## config.mk

```make
export PLATFORM = sky130hd
export DESIGN_NAME = search_module
export DESIGN_NICKNAME = d
export VERILOG_FILES = /design/src/rtl/search_module.sv
export SDC_FILE = /design/constraint.sdc
export NUM_CORES = 1
export LEC_CHECK = 0
export ABC_AREA = 0
export BUFFER_PORTS_ARGS = -buffer_cell sky130_fd_sc_hd__buf_2
export CAP_MARGIN = 10
export CORE_MARGIN = 1.5
export CORE_UTILIZATION = 56
export CTS_CLUSTER_DIAMETER = 120
export DETAILED_ROUTE_END_ITERATION = 12
export PLACE_DENSITY = 0.82
export SETUP_SLACK_MARGIN = 0.15
export SLEW_MARGIN = 20
export SYNTH_ARGS = -nofsm -noshare
export SYNTH_HDL_FRONTEND = slang
export SYNTH_SLANG_ARGS = --single-unit
```

## constraint.sdc

```tcl
create_clock -name clk -period 4.6 [get_ports clk]
set_input_delay 0.46 -clock clk [delete_from_list [all_inputs] [get_ports clk]]
set_output_delay 0.46 -clock clk [all_outputs]
set_load 0.1 [all_outputs]
```

## src/rtl/search_module.sv

```systemverilog
// search_module
// Searches for an LFSR tap set. Candidates are tried in descending order, and a
// candidate passes when its Fibonacci LFSR, seeded with 1, does not come back
// to 1 (or fall to 0) within WINDOW shifts.
//
// Ports
//   clk      system clock, rising edge
//   ext_res  asynchronous active-low reset
//   start    level request, sampled only while idle
//   found    a passing tap set has been found (held until reset)
//   started  a search is running, or has finished with success
//   co_buf   tap set under test / passing tap set, tap[k] in bits [8k+7:8k]
//
// state | meaning
// IDLE  | waiting for start; also where an exhausted search returns
// LOAD  | publish candidate on co_buf, seed LFSR with 1, clear shift counter
// RUN   | shift LFSR once per cycle until it fails or survives WINDOW shifts
// NEXT  | step to the following candidate, or give up when none is left
// DONE  | passing candidate held on co_buf until reset
module search_module #(
   parameter int NUM_OF_TAPS = 16,
   parameter int SIZE        = 32,
   parameter int WINDOW      = 256
) (
   input  logic                     clk,
   input  logic                     ext_res,
   input  logic                     start,
   output logic                     found,
   output logic                     started,
   output logic [NUM_OF_TAPS*8-1:0] co_buf
);

   typedef enum logic [2:0] {S_IDLE, S_LOAD, S_RUN, S_NEXT, S_DONE} state_t;

   state_t          state;
   state_t          state_nxt;

   logic [7:0]      tap       [NUM_OF_TAPS];
   logic [7:0]      tap_first [NUM_OF_TAPS];
   logic [7:0]      tap_nxt   [NUM_OF_TAPS];
   logic [SIZE-1:0] lfsr;
   logic [SIZE-1:0] lfsr_shift;
   logic [15:0]     cnt;
   logic            feedback;
   logic            tap_hit;
   logic            run_fail;
   logic            run_pass;
   logic            exhausted;
   logic [7:0]      piv_val;
   int              piv_idx;

   always_comb begin
      for (int k = 0; k < NUM_OF_TAPS; k++)
         tap_first[k] = 8'(SIZE - 1 - k);
   end

   // Feedback scans bit positions rather than indexing the LFSR with the tap
   // value, so the 8-bit tap registers never address past SIZE-1.
   always_comb begin
      feedback = 1'b0;
      tap_hit  = 1'b0;
      for (int b = 0; b < SIZE; b++) begin
         tap_hit = 1'b0;
         for (int k = 0; k < NUM_OF_TAPS; k++)
            if (tap[k] == 8'(b))
               tap_hit = 1'b1;
         feedback = feedback ^ (tap_hit & lfsr[b]);
      end
   end

   assign lfsr_shift = {lfsr[SIZE-2:0], feedback};
   assign run_fail   = (lfsr_shift == '0) || (lfsr_shift == SIZE'(1));
   assign run_pass   = (cnt == 16'(WINDOW - 1));

   // Successor: the right-most tap that still has room to move down is the
   // pivot; it steps down by one and every tap after it packs directly below.
   always_comb begin
      exhausted = 1'b1;
      piv_idx   = 0;
      piv_val   = '0;
      for (int i = 1; i < NUM_OF_TAPS; i++) begin
         if (tap[i] > 8'(NUM_OF_TAPS - 1 - i)) begin
            exhausted = 1'b0;
            piv_idx   = i;
            piv_val   = tap[i];
         end
      end
      for (int j = 0; j < NUM_OF_TAPS; j++) begin
         tap_nxt[j] = tap[j];
         if (!exhausted && (j >= piv_idx))
            tap_nxt[j] = piv_val - 8'(j - piv_idx + 1);
      end
   end

   always_ff @(posedge clk or negedge ext_res) begin
      if (!ext_res)
         state <= S_IDLE;
      else
         state <= state_nxt;
   end

   always_comb begin
      state_nxt = state;
      unique case (state)
         S_IDLE:  if (start) state_nxt = S_LOAD;
         S_LOAD:  state_nxt = S_RUN;
         S_RUN: begin
            if (run_fail)
               state_nxt = S_NEXT;
            else if (run_pass)
               state_nxt = S_DONE;
         end
         S_NEXT:  state_nxt = exhausted ? S_IDLE : S_LOAD;
         S_DONE:  state_nxt = S_DONE;
         default: state_nxt = S_IDLE;
      endcase
   end

   always_comb begin
      found   = (state == S_DONE);
      started = (state != S_IDLE);
   end

   always_ff @(posedge clk or negedge ext_res) begin
      if (!ext_res) begin
         for (int k = 0; k < NUM_OF_TAPS; k++)
            tap[k] <= '0;
         co_buf <= '0;
         lfsr   <= '0;
         cnt    <= '0;
      end else begin
         case (state)
            S_IDLE: begin
               if (start)
                  for (int k = 0; k < NUM_OF_TAPS; k++)
                     tap[k] <= tap_first[k];
            end
            S_LOAD: begin
               for (int k = 0; k < NUM_OF_TAPS; k++)
                  co_buf[8*k +: 8] <= tap[k];
               lfsr <= SIZE'(1);
               cnt  <= '0;
            end
            S_RUN: begin
               lfsr <= lfsr_shift;
               cnt  <= cnt + 16'd1;
            end
            S_NEXT: begin
               // on exhaustion tap keeps the last tested set, as co_buf does
               if (!exhausted)
                  for (int k = 0; k < NUM_OF_TAPS; k++)
                     tap[k] <= tap_nxt[k];
            end
            default: ;
         endcase
      end
   end

endmodule

```

==> results.sh, run 1 <==
export IMPL_grt_overflow=133
export IMPL_netlist_instances=2558
export IMPL_htreeDepth=2
export IMPL_die_w_um=194
export IMPL_clock_path_buffers=3
export IMPL_pre_cts_ws_ns=-0.291
export IMPL_rows=69
export IMPL_synth_net_count=2602
export IMPL_yosysWarnings=0
export IMPL_worstEndpointGrtRepair="tap[22]$_DFFE_PN0P_/D"
export IMPL_syn_avg_cell_area_um2=8.02
export IMPL_synth_edf_count=0
export IMPL_port_buffer_count=132
export IMPL_clkSinkCount=307
export IMPL_stop_stage="global routing"
export IMPL_synth_ff_type="dfrtp_1"
export IMPL_status="stopped before the end"
export IMPL_track_usage_pct=78.0
export IMPL_synthArstFlopShare_pct=100
export IMPL_worstEpCategory="register input"
export IMPL_num_io_pins=133
export IMPL_dp_cells=3318
export IMPL_die_y_um=194
export IMPL_error="[ERROR GRT-0232] Routing congestion too high. Check the congestion heatmap in the GUI."
export IMPL_globalplace_congestion=1.26
export IMPL_yosys_register_bits=307
export IMPL_cts_made_buffers=34
export IMPL_root_buffer="clkbuf_16"
export IMPL_grt_max_degree=108
export IMPL_dp_final_hpwl_mm=80.5
export IMPL_syn_cell_area_um2=20500
export IMPL_synth_cell_types=91
export IMPL_start_util_pct=57.3
export IMPL_synth_seq_area_share_pct=37.4
## synthesized netlist by cell type, drive strengths merged (7+ instances only)
cell	number	area, µm²
nand2	580	2180
dfrtp	307	7680
nor2	232	876
o21ai	141	706
clkbuf	115	433
a21oi	101	513
o22ai	83	519
xnor2	73	647
nand2b	67	419
nand3	58	290
nor3	55	285
a22o	53	464
buf	52	274
inv	46	173
a22oi	45	338
nor4	38	275
o31ai	35	268
nor2b	33	206
or2	31	194
ha	29	363
xor2	29	254
a31oi	26	169
nand4	23	144
or4	23	180
a21o	21	158
a221oi	17	155
o221ai	17	149
and2	16	100
a211oi	15	128
o41ai	14	168
and3	13	81.3
o211ai	13	97.6
or4b	13	130
a32oi	12	105
fa	12	240
or3	11	78.8
nor4b	9	106
a2111oi	8	88.8
nand3b	8	72.6
o22a	8	70.1
o21bai	7	52.6
## logic make-up after synthesis
group / Yosys count / synth area share [%]
xor+xnor: 105 / 4.72
fa+ha+maj: 41 / 2.94
flops: 307 / 37.4
simple gates: 1220 / 27.8
mux: 5 / 0.274
compound gates: 667 / 22.5
buf+inv: 213 / 4.29
## layer usage
layer	global-route usage [%]	overflow
met1	81.4	12
met2	92.2	68
met3	64.8	6
met4	69.4	45
met5	37.5	2
## stage by stage
stage	util, %	cell area (µm²)	setup TNS [ns]
2_1_floorplan	-	20500	0
3_3_place_gp	66.1	23700	-0.590
3_5_place_dp	66.1	23700	-2.07
4_1_cts	72.0	25800	-0.481
## repair_timing
action / CTS
setup buffers: 31
cloned: 1
hold buffers: 1
pin swaps: 100
resized for setup: 170
setup endpoints to repair: 63
endpoints found under the hold margin: 57
==> inputs of run 2 (changes only) <==
--- a/config.mk
+++ b/config.mk
@@ -9,11 +9,9 @@
 export BUFFER_PORTS_ARGS = -buffer_cell sky130_fd_sc_hd__buf_2
 export CAP_MARGIN = 10
 export CORE_MARGIN = 1.5
-export CORE_UTILIZATION = 56
-export CTS_CLUSTER_DIAMETER = 120
+export CORE_UTILIZATION = 40
 export DETAILED_ROUTE_END_ITERATION = 12
-export PLACE_DENSITY = 0.82
-export SETUP_SLACK_MARGIN = 0.15
+export PLACE_DENSITY_LB_ADDON = 0.15
 export SLEW_MARGIN = 20
 export SYNTH_ARGS = -nofsm -noshare
 export SYNTH_HDL_FRONTEND = slang
==> constraint.sdc (replaced) <==
create_clock -name clk -period 6 [get_ports clk]
set_input_delay 0.6 -clock clk [delete_from_list [all_inputs] [get_ports clk]]
set_output_delay 0.6 -clock clk [all_outputs]
set_load 0.1 [all_outputs]
==> results.sh, run 2 <==
export IMPL_netlist_instances=2558
export IMPL_wl_per_cell_um=34.8
export IMPL_cp_num_buf_inv=2
export IMPL_critPathSlowestCell="or4_1"
export IMPL_whs_ns=0.0558
export IMPL_p_leak_nw=10.5
export IMPL_cp_required_ns=6.45
export IMPL_regToRegSetupSlack_ns=0.41
export IMPL_crit_top_cell="a21oi_1"
export IMPL_globalplace_congestion=1.09
export IMPL_synth_edf_count=0
export IMPL_setup_tns_ns=0
export IMPL_rr_startpoint="tap[109]$_DFFE_PN0P_"
export IMPL_cts_made_buffers=35
export IMPL_startpoint_type="flip-flop"
export IMPL_ant_nets=0
export IMPL_root_buffer="clkbuf_16"
export IMPL_hold_buffers=0
export IMPL_final_common_cell="nand2_1"
export IMPL_ys_top_cells_by_area="dfrtp_1, nand2_1, nor2_1, xnor2_1, o21ai_0"
export IMPL_avgViaCountPerCell=6.75
export IMPL_final_cell_mix="nand2_1, dfrtp_1, nor2_1, buf_2, o21ai_0"
export IMPL_grt_pass1_vias=21800
export IMPL_worst_pin_slew_ns=1.34
export IMPL_yosys_register_bits=307
export IMPL_finalCritPeriodShare_pct=93.1
export IMPL_synth_common_cells="nand2_1, dfrtp_1, nor2_1"
export IMPL_htreeDepth=2
export IMPL_syn_cell_area_um2=20500
export IMPL_synth_seq_area_share_pct=37.4
export IMPL_endpoint_kind="flip-flop"
export IMPL_rows=82
export IMPL_top_regs="co_buf (128), tap (128), lfsr (32)"
export IMPL_track_usage_pct=44.2
export IMPL_dp_final_hpwl_mm=89.6
export IMPL_cts_resized=0
export IMPL_drt_total_wl_mm=117
export IMPL_status="completed"
export IMPL_core_um2=50400
export IMPL_drt_iter0_markers=3035
export IMPL_port_buffer_count=132
export IMPL_rsz0062_at_grt="no"
export IMPL_worstPathMaxFanout=10
export IMPL_path_class="flip-flop to flip-flop"
export IMPL_r2r_end="tap[102]$_DFFE_PN0P_"
export IMPL_peakVddDrop_uv=470
export IMPL_cpPeakStageDelay_ns=0.64
export IMPL_endpoint="tap[102]$_DFFE_PN0P_"
export IMPL_antenna_found_initial=6
export IMPL_fin_crit_ns=5.59
export IMPL_holdCritPathClass="primary input to asynchronous set/reset pin"
export IMPL_critPathArrivalTime_ns=6.04
export IMPL_cts_tree="yes"
export IMPL_setup_viol=0
export IMPL_cp_startpoint="tap[109]$_DFFE_PN0P_"
export IMPL_synth_area_leader_cell="dfrtp_1"
export IMPL_synth_ff_type="dfrtp_1"
export IMPL_grt_pass1_wl_mm=165
export IMPL_synth_net_count=2602
export IMPL_hold_viol=0
export IMPL_cp_depth=21
export IMPL_start_util_pct=40.7
export IMPL_path_cells="or4_1, a211oi_1, a221oi_1, o311ai_0, o21ai_0, a21oi_1, o221a_2, nor3_1, o21bai_1, a21oi_1, o41ai_1, ha_1, inv_1, ha_1, a21oi_1, inv_1, a21oi_1, nor2_1, nor2_1, xnor2_1, o31ai_1"
export IMPL_clock_latency_ns=0.57
export IMPL_grt_overflow=0
export IMPL_die_y_um=229
export IMPL_firstDrtPassIters=7
export IMPL_yosysTopAreaCellShare_pct=37.4
export IMPL_relSlewSlack_pct=10.1
export IMPL_synthMostInstantiatedCell="nand2_1"
export IMPL_die_area_um2=52700
export IMPL_clock_path_buffers=3
export IMPL_die_w_um=229
export IMPL_num_vias=22700
export IMPL_syn_avg_cell_area_um2=8.02
export IMPL_synth_cell_types=91
export IMPL_r2r_cells=21
export IMPL_post_cts_buffers=0
export IMPL_cap_violations=0
export IMPL_yosysWarnings=0
export IMPL_drive_gt1_share_pct=14.4
export IMPL_clkSinkCount=307
export IMPL_clk_pin_slew_ns=0.06
export IMPL_drc=0
export IMPL_placed_area_um2=22200
export IMPL_num_io_pins=133
export IMPL_area_growth_pct=14.3
export IMPL_skew_ns=0.0305
export IMPL_n_fill_cell=5079
export IMPL_drv_slew=0
export IMPL_fmax_mhz=179
export IMPL_crit_family="compound AO/OA/AOI/OAI gates"
export IMPL_synthArstFlopShare_pct=100
export IMPL_final_area_um2=23400
export IMPL_grt_max_degree=117
export IMPL_nNetsFinal=2719
export IMPL_p_per_area_nw_per_um2=613
## run 2: cell families after synthesis
logic type | after synthesis | synth area share (%)
simple gates | 1220 | 27.8
compound gates | 667 | 22.5
flops | 307 | 37.4
buf+inv | 213 | 4.29
xor+xnor | 105 | 4.72
fa+ha+maj | 41 | 2.94
mux | 5 | 0.274
## run 2: where the power goes
group | switching [mW] | total, mW | internal [mW]
Sequential | 0.655 | 3.19 | 2.53
Clock | 0.926 | 2.24 | 1.31
Combinational | 6.73 | 8.95 | 2.22
Total | 8.31 | 14.4 | 6.06
## run 2: how the worst min path moves through the flow
stage / startpoint / endpoint / slack (ns) / depth (start not counted)
after floorplan: ext_res / cnt[0]$_DFFE_PN0P_ / 0.30 / 0
after CTS: ext_res / tap[120]$_DFFE_PN0P_ / 0.15 / 1
final: ext_res / co_buf[0]$_DFFE_PN0P_ / 0.06 / 1
after global placement: co_buf[45]$_DFFE_PN0P_ / co_buf[45]$_DFFE_PN0P_ / 0.45 / 2
after detailed placement: co_buf[11]$_DFFE_PN0P_ / co_buf[11]$_DFFE_PN0P_ / 0.46 / 2
after global routing: ext_res / co_buf[0]$_DFFE_PN0P_ / 0.17 / 1
## run 2: metal layers
layer | global-route usage (%) | wire length, µm
met1 | 53.9 | 43700
met2 | 66.9 | 50900
met3 | 11.9 | 12100
met4 | 33.0 | 10800
met5 | 0 | 26
## run 2: worst register-to-register path: stages (launching register included)
cell      delay (ns)
dfrtp_1         0.44
or4_1           0.64
a211oi_1        0.56
a221oi_1        0.17
o311ai_0        0.35
o21ai_0         0.14
a21oi_1         0.16
o221a_2         0.22
nor3_1          0.05
o21bai_1        0.17
a21oi_1         0.09
o41ai_1         0.35
ha_1            0.47
inv_1           0.16
ha_1            0.46
a21oi_1         0.27
inv_1           0.06
a21oi_1         0.15
nor2_1          0.06
nor2_1          0.12
xnor2_1         0.09
o31ai_1         0.27
## run 2: layout make-up
| class | instances | area (µm²) | share of cell area [%] |
|---|---|---|---|
| multi-input combinational | 2038 | 12000 | 51.3 |
| timing repair buffer | 247 | 1550 | 6.60 |
| sequential | 307 | 7680 | 32.8 |
| clock buffer | 41 | 948 | 4.05 |
| tap | 672 | 841 | 3.59 |
| antenna | 2 | 5.00 | 0.0213 |
| clock inverter | 19 | 231 | 0.987 |
| inverter | 46 | 173 | 0.737 |
## run 2: through the flow
stage,power [mW],instances,setup slack [ns],util (%)
final,14.4,3372,0.411,46.5
after global routing,14.8,3370,0.0898,46.5
after CTS,14.0,3369,0.490,46.5
after detailed placement,11.8,3309,0.514,44.1
after global placement,11.8,3309,0.635,44.1
after floorplan,8.86,2558,1.22,-
No activity file was read; power rests on OpenSTA's default activity.
